===== src/rtl/sprite_pkg.sv =====
// Shared types and select codes for the sprite scheduler and the sprite/palette mux.
package sprite_pkg;

  typedef struct packed {
    logic [9:0] x;
    logic [9:0] y;
    logic [4:0] idx;
    logic       en;
  } obj_t;

  localparam logic [4:0] SEL_SHIP     = 5'd0;
  localparam logic [4:0] SEL_SHIP_2   = 5'd1;
  localparam logic [4:0] SEL_SHOT     = 5'd2;
  localparam logic [4:0] SEL_ENEMY1_1 = 5'd3;
  localparam logic [4:0] SEL_ENEMY1_2 = 5'd4;
  localparam logic [4:0] SEL_ENEMY2_1 = 5'd5;
  localparam logic [4:0] SEL_ENEMY2_2 = 5'd6;
  localparam logic [4:0] BKG_STAR     = 5'b11111;
  localparam logic [4:0] BKG_START    = 5'b01111;

  typedef enum logic [1:0] {
    IDLE,
    SCAN,
    COMMIT
  } scan_state_t;

  // Widened to 11 bits so base + size cannot wrap near the top of the 10-bit range.
  function automatic logic in_span(input logic [9:0] pos, input logic [9:0] base,
                                   input logic [10:0] size);
    return ({1'b0, base} <= {1'b0, pos}) && ({1'b0, pos} < ({1'b0, base} + size));
  endfunction

endpackage


===== src/rtl/sprite_scheduler_line_resolver.sv =====
// Combinational per-pixel ownership: slot hit compare plus lowest-slot-wins priority encode.
module line_resolver
  import sprite_pkg::*;
#(
  parameter int LINE_SLOTS = 4,
  parameter int SPR_W      = 32
) (
  input  obj_t [LINE_SLOTS-1:0] slots,
  input  logic [9:0]            line_y,
  input  logic [9:0]            draw_x,
  input  logic                  vde,
  input  logic                  bkg_mode,
  output logic                  hit,
  output logic [4:0]            sel,
  output logic [4:0]            spr_row,
  output logic [4:0]            spr_col
);

  // Walk from the lowest-priority slot upward so slot 0 overrides everything.
  always_comb begin
    hit     = 1'b0;
    sel     = bkg_mode ? BKG_START : BKG_STAR;
    spr_row = '0;
    spr_col = '0;
    if (vde) begin
      for (int i = LINE_SLOTS - 1; i >= 0; i--) begin
        if (slots[i].en && in_span(draw_x, slots[i].x, 11'(SPR_W))) begin
          hit     = 1'b1;
          sel     = slots[i].idx;
          spr_row = 5'(line_y - slots[i].y);
          spr_col = 5'(draw_x - slots[i].x);
        end
      end
    end
  end

endmodule


===== src/rtl/sprite_scheduler.sv =====
// Per-scanline sprite scheduler: object table, hblank scan into a line list, registered pixel resolve.
module sprite_scheduler
  import sprite_pkg::*;
#(
  parameter int N_OBJ      = 16,
  parameter int LINE_SLOTS = 4,
  parameter int SPR_W      = 32,
  parameter int SPR_H      = 32
) (
  input  logic                     pixel_clk,
  input  logic                     reset_n,
  input  logic                     obj_we,
  input  logic [$clog2(N_OBJ)-1:0] obj_addr,
  input  logic [9:0]               obj_x,
  input  logic [9:0]               obj_y,
  input  logic [4:0]               obj_idx,
  input  logic                     obj_en,
  input  logic                     bkg_mode,
  input  logic                     line_start,
  input  logic [9:0]               next_y,
  input  logic                     vde,
  input  logic [9:0]               draw_x,
  input  logic [9:0]               draw_y,
  output logic [4:0]               sel,
  output logic [4:0]               spr_row,
  output logic [4:0]               spr_col,
  output logic                     hit,
  output logic                     busy,
  output logic                     line_ovf
);

  localparam int AW = $clog2(N_OBJ);
  localparam int CW = $clog2(LINE_SLOTS + 1);
  localparam int SW = $clog2(LINE_SLOTS);

  obj_t                  table_q [N_OBJ];
  obj_t [LINE_SLOTS-1:0] shadow;
  obj_t [LINE_SLOTS-1:0] active;
  logic [CW-1:0]         shadow_cnt;
  logic                  shadow_ovf;
  logic [AW-1:0]         ptr;
  logic [9:0]            scan_y;
  logic [9:0]            active_y;
  scan_state_t           state;

  obj_t                  cur;
  logic                  qualifies;
  logic                  res_hit;
  logic [4:0]            res_sel;
  logic [4:0]            res_row;
  logic [4:0]            res_col;

  // The active list is always built for the line being drawn, so draw_y carries no information here.
  logic unused_draw_y;
  assign unused_draw_y = ^draw_y;

  assign cur       = table_q[ptr];
  assign qualifies = cur.en && in_span(scan_y, cur.y, 11'(SPR_H));

  always_ff @(posedge pixel_clk or negedge reset_n) begin
    if (!reset_n) begin
      for (int i = 0; i < N_OBJ; i++) table_q[i] <= '0;
    end else if (obj_we) begin
      table_q[obj_addr] <= '{x: obj_x, y: obj_y, idx: obj_idx, en: obj_en};
    end
  end

  // line_start restarts from any state; the active list only changes in COMMIT.
  always_ff @(posedge pixel_clk or negedge reset_n) begin
    if (!reset_n) begin
      state      <= IDLE;
      busy       <= 1'b0;
      line_ovf   <= 1'b0;
      scan_y     <= '0;
      active_y   <= '0;
      ptr        <= '0;
      shadow     <= '0;
      shadow_cnt <= '0;
      shadow_ovf <= 1'b0;
      active     <= '0;
    end else if (line_start) begin
      state      <= SCAN;
      busy       <= 1'b1;
      scan_y     <= next_y;
      ptr        <= '0;
      shadow     <= '0;
      shadow_cnt <= '0;
      shadow_ovf <= 1'b0;
    end else begin
      case (state)
        SCAN: begin
          if (qualifies) begin
            if (shadow_cnt < CW'(LINE_SLOTS)) begin
              shadow[shadow_cnt[SW-1:0]] <= cur;
              shadow_cnt                 <= shadow_cnt + CW'(1);
            end else begin
              shadow_ovf <= 1'b1;
            end
          end
          if (ptr == AW'(N_OBJ - 1)) begin
            state <= COMMIT;
          end else begin
            ptr <= ptr + AW'(1);
          end
        end
        COMMIT: begin
          active   <= shadow;
          active_y <= scan_y;
          line_ovf <= shadow_ovf;
          busy     <= 1'b0;
          state    <= IDLE;
        end
        default: begin
          busy  <= 1'b0;
          state <= IDLE;
        end
      endcase
    end
  end

  line_resolver #(
    .LINE_SLOTS(LINE_SLOTS),
    .SPR_W     (SPR_W)
  ) u_resolver (
    .slots   (active),
    .line_y  (active_y),
    .draw_x  (draw_x),
    .vde     (vde),
    .bkg_mode(bkg_mode),
    .hit     (res_hit),
    .sel     (res_sel),
    .spr_row (res_row),
    .spr_col (res_col)
  );

  always_ff @(posedge pixel_clk or negedge reset_n) begin
    if (!reset_n) begin
      sel     <= BKG_STAR;
      hit     <= 1'b0;
      spr_row <= '0;
      spr_col <= '0;
    end else begin
      sel     <= res_sel;
      hit     <= res_hit;
      spr_row <= res_row;
      spr_col <= res_col;
    end
  end

endmodule


===== config.mk =====
export PLATFORM = sky130hd
export DESIGN_NAME = sprite_scheduler
export DESIGN_NICKNAME = d
export VERILOG_FILES = /design/src/rtl/sprite_pkg.sv /design/src/rtl/sprite_scheduler_line_resolver.sv /design/src/rtl/sprite_scheduler.sv
export SDC_FILE = /design/constraint.sdc
export NUM_CORES = 1
export LEC_CHECK = 0
export CORE_ASPECT_RATIO = 1.1
export CORE_UTILIZATION = 40
export CTS_CLUSTER_SIZE = 25
export DETAILED_ROUTE_END_ITERATION = 8
export GPL_ROUTABILITY_DRIVEN = 1
export GPL_TIMING_DRIVEN = 1
export PLACE_DENSITY = 0.56
export SYNTH_ARGS = -nofsm -noshare
export SYNTH_HDL_FRONTEND = slang
export SYNTH_SLANG_ARGS = --single-unit

===== constraint.sdc =====
create_clock -name pixel_clk -period 6.3 [get_ports pixel_clk]
set_input_delay 0.945 -clock pixel_clk [delete_from_list [all_inputs] [get_ports pixel_clk]]
set_output_delay 0.945 -clock pixel_clk [all_outputs]
set_load 0.03 [all_outputs]

## Yosys cells after proc, flatten, opt, wreduce, memory -nomap -nowiden

Index checks and enable logic that the tools add are counted.

| word-level totals | value |
|---|---|
| logic and storage cells | 218 |
| register bits after elaboration | 647 |

| cells by class | value |
|---|---|
| multiplexer cells | 50 |
| bitwise gates (word level) | 3 |
| eq/ne operators | 7 |
| reduce and logical (&&, ||, !) cells | 19 |
| add/subtract/negate cells | 15 |
| magnitude comparators | 16 |

Operators with widths:

| operator | count |
|---|---|
| $bwmux 416 | 1 |
| $mux 104 | 4 |
| $bmux 26 s4 | 1 |
| $bwmux 104 | 1 |
| $demux 26 s4 | 1 |
| $mux 26 | 4 |
| $mux 5 | 16 |
| $add 10x6->11 const B | 5 |
| $lt 10x11->1 | 5 |
| $demux 26 s2 | 1 |
| $le 10x10->1 | 5 |
| $sub 5x5->5 | 8 |
| $logic_and 1x1->1 | 12 |
| $mux 3 | 4 |
| $mux 4 | 3 |
| $mux 1 | 11 |
| $ge 5x5->1 const B | 2 |
| $not 4->5 | 2 |
| $mux 2 | 3 |
| $ne 2x2->1 const B | 3 |
| $reduce_and 3->1 | 2 |
| $reduce_bool 2->1 | 3 |
| $lt 5x1->1 const B | 1 |
| $add 4x1->4 const B | 1 |
| 10 further kinds | 11 |

## Logic depth before layout (Yosys ltp)

Gate-level depths: netlist of the first run.

| depth | value |
|---|---|
| depth after elaboration | 11 |
| gate-level depth with buffers | 17 |

## Modules after synthesis

From an unflattened synthesis of the first run, not the netlist that was laid out.

| unflattened totals | value |
|---|---|
| cell total of the unflattened synthesis | 2,361 |
| area total of the unflattened synthesis | 33,001.7 µm² |

Modules (own cells, without submodules):

| module | cells each | times used | area an instance (µm²) |
|---|---|---|---|
| sprite_scheduler | 1,897 | 1 | 29,386.9 |
| line_resolver | 464 | 1 | 3,614.7 |

## Worst setup path after synthesis of the first run

Ideal clock, no wire load.

| path | value |
|---|---|
| path kind | flip-flop to flip-flop |
| from | register ptr[1] |
| to | register shadow[10] (netlist name) |
| slack | 2.093 ns |
| cell stages (with the launch flop) | 18 |
| period minus slack after synthesis | 4.207 ns |
| arrival | 4.086 ns |
| library setup time | 0.121 ns |
| data required time | 6.179 ns |
| cell sequence | dfrtp_1 > buf_2 > buf_2 > clkbuf_1 > buf_1 > mux4_2 > mux4_2 > ha_1 > and4_1 > nor4b_1 > o32ai_1 > and4_1 > nand2_1 > a21oi_4 > buf_12 > a21oi_4 > buf_6 > a22o_1 |

| on the way | value |
|---|---|
| word-level cells in the longest chain between the ends | 10 |
| elaborated cells between the ends (all ways) | 16 |
| those cells by class | 1 x add/sub; 2 x order compare; 8 x mux; 1 x bitwise; 4 x reduce/logical |

RTL lines:

| element | line | RTL |
|---|---|---|
| from (decl) | sprite_scheduler.sv:41 | `logic [AW-1:0] ptr;` |
| from (signal assigned) | sprite_scheduler.sv:103 | `ptr <= ptr + AW'(1);` |
| $not 4->5 (not written as such) (*) | sprite_scheduler.sv:57 | `assign cur = table_q[ptr];` |
| $bmux 26 s4 (*) | sprite_scheduler.sv:57 |  |
| $mux 26 (not written as such) (*) (2 in a row) | sprite_scheduler.sv:57 |  |
| $add 10x6->11 | sprite_pkg.sv:30 | `return ({1'b0, base} <= {1'b0, pos}) && ({1'b0, pos} < ({1'b0, base} + size));` |
| $lt 10x11->1 | sprite_pkg.sv:30 |  |
| $logic_and 1x1->1 | sprite_pkg.sv:30 |  |
| $logic_and 1x1->1 | sprite_scheduler.sv:58 | `assign qualifies = cur.en && in_span(scan_y, cur.y, 11'(SPR_H));` |
| $reduce_bool 2->1 (no source line) | - |  |
| $reduce_and 3->1 (no source line) | - |  |
| to (signal, indexed assignment) | sprite_scheduler.sv:94 | `shadow[shadow_cnt[SW-1:0]] <= cur;` |
| to (decl) | sprite_scheduler.sv:37 | `obj_t [LINE_SLOTS-1:0] shadow;` |

Every way passes the cells marked *; elsewhere a longest branch is shown, timed or not. The select of a mux whose other input is x is not followed.
A chain may end at the register's enable or synchronous reset.

## Worst setup path in the final report of the first run

| path | value |
|---|---|
| from | register ptr[0] |
| to | register shadow[70] (netlist name) |

The elaborated chain is that of the path after synthesis.

==> results of run 1 <==
## state kept, by name (all words and copies together) (netlist names), 3 cells and up
signal and count:
ptr 4, shadow_cnt 3, spr_col 5, active 84, scan_y 10, spr_row 5
table_q 416, shadow 84, sel 5, active_y 5
## critical path, delay by kind of cell (launching register included)
family | cells | cell delay (ns)
simple gates | 5 | 1.18
compound gates | 3 | 0.81
fa+ha+maj | 1 | 0.34
buf+inv | 1 | 0.30
mux | 2 | 1.22
flops | 1 | 0.96
## cell families after synthesis
kind of cell | synth area share, %
DFF | 52.07
muxes | 26.90
AOI/OAI and AO/OA | 7.164
buffers and inverters | 3.399
and+or+nand+nor | 3.428
adders and majority gates | 5.761
xor gates and xnor gates | 1.278
## cells in the final DEF (no fill, tap or decap), drive strengths merged, types with 13 or more instances in the layout
master and n:
buf 39, a22o 80, clkdlybuf4s50 71, xnor2 23, nand2 76, dfrtp 622
xor2 21, mux4 124, a21oi 53, inv 98, ha 126, clkbuf 104
nor2b 13, a21o 21, mux2 468, o21ai 75, nor2 57, nand3 20
## per-layer routing
metal	routed length, µm	up-vias	part of all wire, %	GRT usage, %
met3	2375	84	3.2	2.817
met4	1651	2	2.2	5.970
li1	-	7984	-	-
met2	36360	287	48	33.01
met1	34680	9472	46	28.08
met5	9	-	0.012	0
## area by class of cell
type	instances	area, µm²	share of cell area [%]
inverters	95	356.6	1.038
repair buffers	110	1059	3.081
diodes	1	2.502	0.007283
multi-input cells	1292	13520	39.34
clock inverters	25	411.6	1.198
clock buffers	104	2103	6.121
well taps	963	1205	3.507
flip-flops and latches	627	15710	45.71
## per-stage QoR
| step | instance area, µm² | hold slack [ns] | utilization, % |
|---|---|---|---|
| 2_1_floorplan | 30150 | 0.4502 | - |
| 3_3_place_gp | 31840 | 0.4669 | 42.67 |
| 3_5_place_dp | 31840 | 0.4686 | 42.67 |
| 4_1_cts | 34360 | 0.4552 | 46.04 |
| 5_1_grt | 34360 | 0.5036 | 46.04 |
| 6_report | 34360 | 0.4276 | 46.05 |
## how the worst min path moves through the flow
stage                     startpoint         end  slack, ns  cells after the start
after floorplan           shadow[16]  active[16]       0.45                      2
after global placement    shadow[97]  active[97]       0.47                      2
after detailed placement   shadow[9]   active[9]       0.47                      2
after CTS                    reset_n  active[18]       0.46                      1
after global routing      shadow[49]  shadow[49]       0.50                      1
final                        reset_n  active[18]       0.43                      1
## power by group
group | switching [mW] | internal [mW]
Sequential | 0.453 | 4.77
Combinational | 1.32 | 1.47
Clock | 1.69 | 2.70
Total | 3.46 | 8.95
==> results list, run 1 <==
- The flow ran to the end, and the final reports show no timing, DRC or antenna violations.
- Boundary Pins: 84
* Number of global-route vias before repair: 19.30k
- Remaining global-route overflow: 0
- Detailed-routing iteration count for the pre-antenna-repair pass: 8
- Antenna violations before repair: 2
* Syn_nets: 2350
* Number of nets still failing antenna checks after routing: 0
* Least-Margin Pin Slew: 1.177 ns
- Clock tree synthesis found a total of 627 sinks.
* Worst clock skew on the final layout: 0.02265 ns
* Leakage power: 15.16 nW
- The tool flagged a number of max-cap violations equal to 0.
- Number of setup violations in the final report: 0
- Post-CTS timing repair inserted 0 buffers for setup.
- Endpoint of the worst register-to-register path: shadow[70]
- Setup repair after global routing missed its margin: false
- Die Area: 0.07647 mm²
- Across all layers, the routed design uses 17.83k vias.
* Worst min-delay path class: in2async
- Nature of the critical path endpoint: register
- The synthesized design contains 0 enable-type register cells.
- Data arrives at the worst endpoint at 5.47 ns.
* Worst-case clock buffer depth: 3
- In the synthesized netlist the async set-or-reset flop fraction comes to 100.0%.
- After filler insertion, the fill cell instance count of the layout stands at 6588.
- Clock-pin slew was measured on the worst setup and hold paths at 0.06 ns.
- Area added between synthesis and finish: 13.98%
* Initial core utilization: 40.40%
- Static timing analysis puts the maximum clock frequency at 202.7 MHz.
- Part of the Yosys area used for sequential elements: 52.07%
- After the flow finishes, the layout carries non-filler instances totaling 3217.
- For this design, the slowest cell found on the critical path is dfrtp_4.
- Per-cell routed wire length: 23.34 µm
- Power per standard cell area: 361.0 mW/mm²
* Yosys cell types: 67
- Buffers inserted during clock tree synthesis total 71.
- Summed over all nets, the half-perimeter wirelength after detailed placement is 45960 µm.
- For the final routed database, the setup TNS stands at 0 ns.
* Final period utilization: 78.30%
- For this block, the routed nets add up to 75080 µm of wire.
- For this design, the CTS-stage hold fixing added 0 buffers.
- After detailed routing, the number of remaining DRC violations is 0.
- CTS HTree Levels: 3
* Chip Height: 289.9 µm
- Number of endpoints with negative hold slack in the final report: 0
- Total power for the finished layout comes to 12.41 mW.
- Synth Flop Type: dfrtp_1
* Final slew viol count: 0
* Most common cell in the synthesized netlist: dfrtp_1
- The total area inside the core boundary comes to 0.07462 mm².
- Die W: 263.8 µm
- By area the synthesized netlist is led by dfrtp_1 52%, mux2_2 17%, mux4_2 9.1%.
- CP Launch Type: register
- The Yosys step of the flow raised 0 warnings.
- Clock insertion delay at the later pin of the skew report: 0.61 ns
- Synthesized netlist cell count: 2150
* Source of the critical timing path: ptr[0]
- Worst slew margin relative to its limit: 21.52%
- After the last flow step, the layout net total stands at 2397.
- Largest net degree at the start of global routing: 165
- The tree is rooted in a clkbuf_16.
- Reg-to-reg setup timing slack: 1.37 ns
- The synthesized design devotes to its leading area cell type 51.63% of total area.
- Worst reg2reg path depth: 12
* TritonCTS clock tree: yes
- A synthesized cell averages 14.02 µm².
- Final critical-path required period: 4.933 ns
- Maximum vdd ir drop: 0.1535 mV
- Number of instances in the placed design: 3087
* Resized Gates After CTS: 0
- After synthesis the cells add up to 0.03015 mm².
* Maximum fanout encountered on the critical timing path: 38
- At the worst endpoint, the required time is 6.84 ns.
* Buffers on Ports: 73
- Number of design-rule violations left by the first detailed-router iteration: 1029
* Worst setup endpoint: shadow[70]
* Fraction of layout cells with a size suffix above 1: 34.89%
- Per-cell via count in the routed design: 5.542
* Cell types with the highest counts after synthesis: 622 x dfrtp_1, 468 x mux2_2, 126 x ha_1, 122 x mux4_2, 95 x inv_1
* Dominant cell type by area after synthesis: dfrtp_1
- Chain of cells forming the critical path: mux4_2 -> mux4_2 -> ha_1 -> and4_1 -> nor4b_1 -> o32ai_1 -> and4_1 -> nand2_1 -> a21oi_4 -> and3b_1 -> buf_4 -> a22o_1
- The worst setup path is of the reg2reg kind.
- DP Worst Slack: 1.324 ns
- Global routing used 20.23% of the available tracks.
- At the end of routability-driven placement, the weighted congestion stood at 0.8553.
- Counting flops and latches in the post-synthesis netlist gives 627.
* First-pass GRT wire length: 118400 µm
* Worst flop-to-flop path startpoint: ptr[0]
- The initialized floorplan defines 105 standard-cell rows.
- For this run, the slowest stage of the critical path takes 0.96 ns.
- Once routing completed, OpenROAD measured the worst setup slack at 1.367 ns.
Power figures use the tool's default switching activity.
==> run 2, diff against run 1 <==
- PLACE_DENSITY: 0.56 -> 0.58
- clock period: 6.3 -> 4.2 ns (I/O delays scaled with it)
==> run 2 against run 1 <==
  * Via count up 1.6%
  * Critical path type unchanged
  * Largest power group unchanged
  * Global-route usage down 0.44 points
  * Hold slack worse by 0.30 ns
  * Clock power up 39%
==> results list, run 2 (same netlist as run 1, synthesis figures left out) <==
- Status: complete, no violations (unchanged).
- The first-pass GRT wire length is 117000 µm (was 118400 µm).
- The routed length on met1 is 34320 µm (was 34680 µm).
- The final critical delay including setup and external delays came to 4.031 ns (was 4.933 ns).
* Buffers on Ports: 73 (unchanged)
- Setup TNS: 0 ns (unchanged)
- Arrival time worst endpoint: 4.57 ns (was 5.47 ns)
- Worst slew margin relative to its limit: 24.17% (was 21.52%)
* Final slew viol count: 0 (unchanged)
- The layout cell share with drive strength beyond 1 is 36.01% (was 34.89%).
* Clock tree sinks: 627 (unchanged)
- Number of nets still failing antenna checks after routing: 0 (unchanged)
* Leakage power: 15.35 nW (was 15.16 nW)
- The count of cells along the worst register-to-register path was 14 (was 12).
- Remaining global-route overflow: 0 (unchanged)
- The per-cell routed wire length was 23.03 µm (was 23.34 µm).
* Nature of the critical path endpoint: register (unchanged)
- Endpoint of the worst register-to-register path: shadow[47] (was shadow[70])
* WP buf/inv: 3 (was 1)
- The number of nets in the finished design came to 2445 (was 2397).
- Die Area: 0.07647 mm² (unchanged)
* Worst min-delay path class: in2async (unchanged)
- The transition time of the tightest slew-check pin came to 1.137 ns (was 1.177 ns).
- Final core utilization: 46.55% (was 46.05%)
- Area of the core: 0.07462 mm² (unchanged)
* Layout Cell Area excl Fill: 0.03474 mm² (was 0.03436 mm²)
- The number of global-route vias before repair came to 19.44k (was 19.30k).
* Clock insertion delay at the later pin of the skew report: 0.61 ns (about the same)
* Per-cell via count in the routed design: 5.556 (was 5.542)
- DR DRC count: 0 (unchanged)
- Root buf cell: clkbuf_16 (unchanged)
- The area added between synthesis and finish was 15.22% (was 13.98%).
- The die boundary height was 289.9 µm (unchanged).
* Power per standard cell area: 527.9 mW/mm² (was 361.0 mW/mm²)
* Sum of met3 wire segment lengths after detailed routing: 2566 µm (was 2375 µm)
- Maximum single-stage delay on the critical path: 0.58 ns (was 0.96 ns)
- Number of design-rule violations left by the first detailed-router iteration: 1000 (was 1029)
- Half-perimeter wire length after placement: 47490 µm (was 45960 µm)
- CP top delay family: multiplexers (unchanged)
* Worst-case clock buffer depth: 3 (unchanged)
- The worst clock skew was 0.02981 ns (was 0.02265 ns).
- The cell area after placement is 0.03228 mm² (was 0.03184 mm²).
- The share of the clock period used by the worst path after layout came to 95.98% (was 78.30%).
- The number of hold violations in the final report is 0 (unchanged).
- Detailed-routing iteration count for the pre-antenna-repair pass: 5 (was 8)
* Maximum fanout encountered on the critical timing path: 11 (was 38)
- The clock tree from TritonCTS is yes (unchanged).
- Registers with the most flip-flops: table_q x416, active x84, shadow x84 (unchanged)
* Total Power: 18.34 mW (was 12.41 mW)
* Aggregate routed wire length: 75060 µm (was 75080 µm)
* Worst flop-to-flop path startpoint: ptr[0] (unchanged)
- Global-route total usage across every layer: 19.79% (was 20.23%)
* Standard-cell rows: 105 (unchanged)
- Maximum vdd ir drop: 0.2637 mV (was 0.1535 mV)
- Boundary Pins: 84 (unchanged)
- The largest register by flop count is table_q (unchanged).
- Flip-flop count of the largest register after layout: 416 (unchanged)
* Number of setup violations in the final report: 0 (unchanged)
* Filler-free cell count of the finished design: 3259 (was 3217)
- The placer's final routability congestion estimate came to 0.8443 (was 0.8553).
* Initial core utilization: 40.40% (unchanged)
- The classification of the worst setup path is reg2reg (unchanged).
- Number of instances in the placed design: 3120 (was 3087)
* Leading cell types in the layout, fill and taps excluded: 619 x dfrtp_1, 468 x mux2_2, 126 x ha_1 (unchanged)
- Required time at the endpoint of the critical path: 4.74 ns (was 6.84 ns)
- Die W: 263.8 µm (unchanged)
- The number of buffers created by CTS was 72 (was 71).
- The initial antenna violation count came to 4 (was 2).
* Max Cap Viol: 0 (unchanged)
- Commonest non-fill, non-tap cell in the layout: dfrtp_1 (unchanged)
- Number of vias after detailed routing: 18.11k (was 17.83k)
- The worst setup path startpoint is ptr[0] (unchanged).
- CTS HTree Levels: 3 (unchanged)
- Hold_buf cts: 0 (unchanged)
- Max Clk Rate: 248.1 MHz (was 202.7 MHz)
- Chain of cells forming the critical path: buf_12 -> mux4_2 -> mux4_2 -> ha_1 -> and4_1 -> nor4b_2 -> o32ai_1 -> and4_1 -> nand2_1 -> a21oi_4 -> buf_12 -> and3b_2 -> clkbuf_16 -> a22o_1 (was mux4_2 -> mux4_2 -> ha_1 -> and4_1 -> nor4b_1 -> o32ai_1 -> and4_1 -> nand2_1 -> a21oi_4 -> and3b_1 -> buf_4 -> a22o_1).
- Wire length on met2: 36510 µm (was 36360 µm)
- Largest net degree at the start of global routing: 129 (was 165)
* Cell with the biggest individual delay on the critical path: mux4_2 (was dfrtp_4)
- The clock transition time at the flip-flop clock pins of the worst setup and hold paths is 0.06 ns (about the same).
* Top metal layer carrying routed signals: met5 (unchanged)
* CP Launch Type: register (unchanged)
- Reg-to-reg setup timing slack: 0.17 ns (was 1.37 ns)
[run 2: cell types whose count changed in the layout (fill, tap and decap cells not counted), sizes merged]
cell    previous run  this run
clkinv            11         8
inv               98        99
clkbuf           104       108
bufinv             9         2
buf               39        85
diode              1         2
[run 2: how the worst max path moves through the flow]
stage                 endpoint  depth (start not counted)  slack (ns)
detailed placement  shadow[48]                         15        0.02
finish              shadow[47]                         14        0.17
global route        shadow[34]                         14      -0.005
floorplan           shadow[10]                         17      0.0006
global placement    shadow[48]                         15        0.09
CTS                 shadow[34]                         16       0.009
[run 2: power by group]
part | internal (mW) | total (mW) | switching (mW)
combinational | 2.38 | 4.47 | 2.10
clock | 3.59 | 6.10 | 2.51
sequential | 7.17 | 7.77 | 0.600
total | 13.1 | 18.3 | 5.21
[run 2: routing by layer]
| layer | vias up | track usage, % |
|---|---|---|
| met5 | - | 0 |
| met4 | 6 | 5.842 |
| met3 | 115 | 2.902 |
| met2 | 303 | 32.47 |
| met1 | 9607 | 27.21 |
| li1 | 8076 | - |
[run 2: final cells by class]
| cell class | count | area (µm²) |
|---|---|---|
| Sequential cell | 627 | 15710 |
| Tap cell | 963 | 1205 |
| Inverter | 95 | 356.6 |
| Multi-Input combinational cell | 1292 | 13540 |
| Clock inverter | 16 | 183.9 |
| Fill cell | 6607 | 39890 |
| Timing Repair Buffer | 157 | 1645 |
| Clock buffer | 107 | 2096 |
| Antenna cell | 2 | 5.005 |
[run 2: worst register-to-register path, stage by stage, from the launching register on]
cell and delay, ns:
dfrtp_4 0.50, buf_12 0.17, mux4_2 0.53, mux4_2 0.58, ha_1 0.33, and4_1 0.19, nor4b_2 0.16, o32ai_1 0.23
and4_1 0.24, nand2_1 0.09, a21oi_4 0.16, buf_12 0.16, and3b_2 0.29, clkbuf_16 0.20, a22o_1 0.15
[run 2: stage by stage]
step                      setup WS [ns]  hold slack (ns)
after floorplan               0.0006164           0.3344
after global placement          0.09057           0.4716
after detailed placement        0.01669           0.4747
after CTS                      0.008864           0.1250
after global routing          -0.004648           0.1794
final                            0.1687           0.1238
[run 2: what timing repair did]
item                                    CTS  global route
gates cloned                              0             1
resized for setup                         0             8
endpoints found under the setup margin   11            81
pin swaps                                 0             2
setup buffers                             1            12
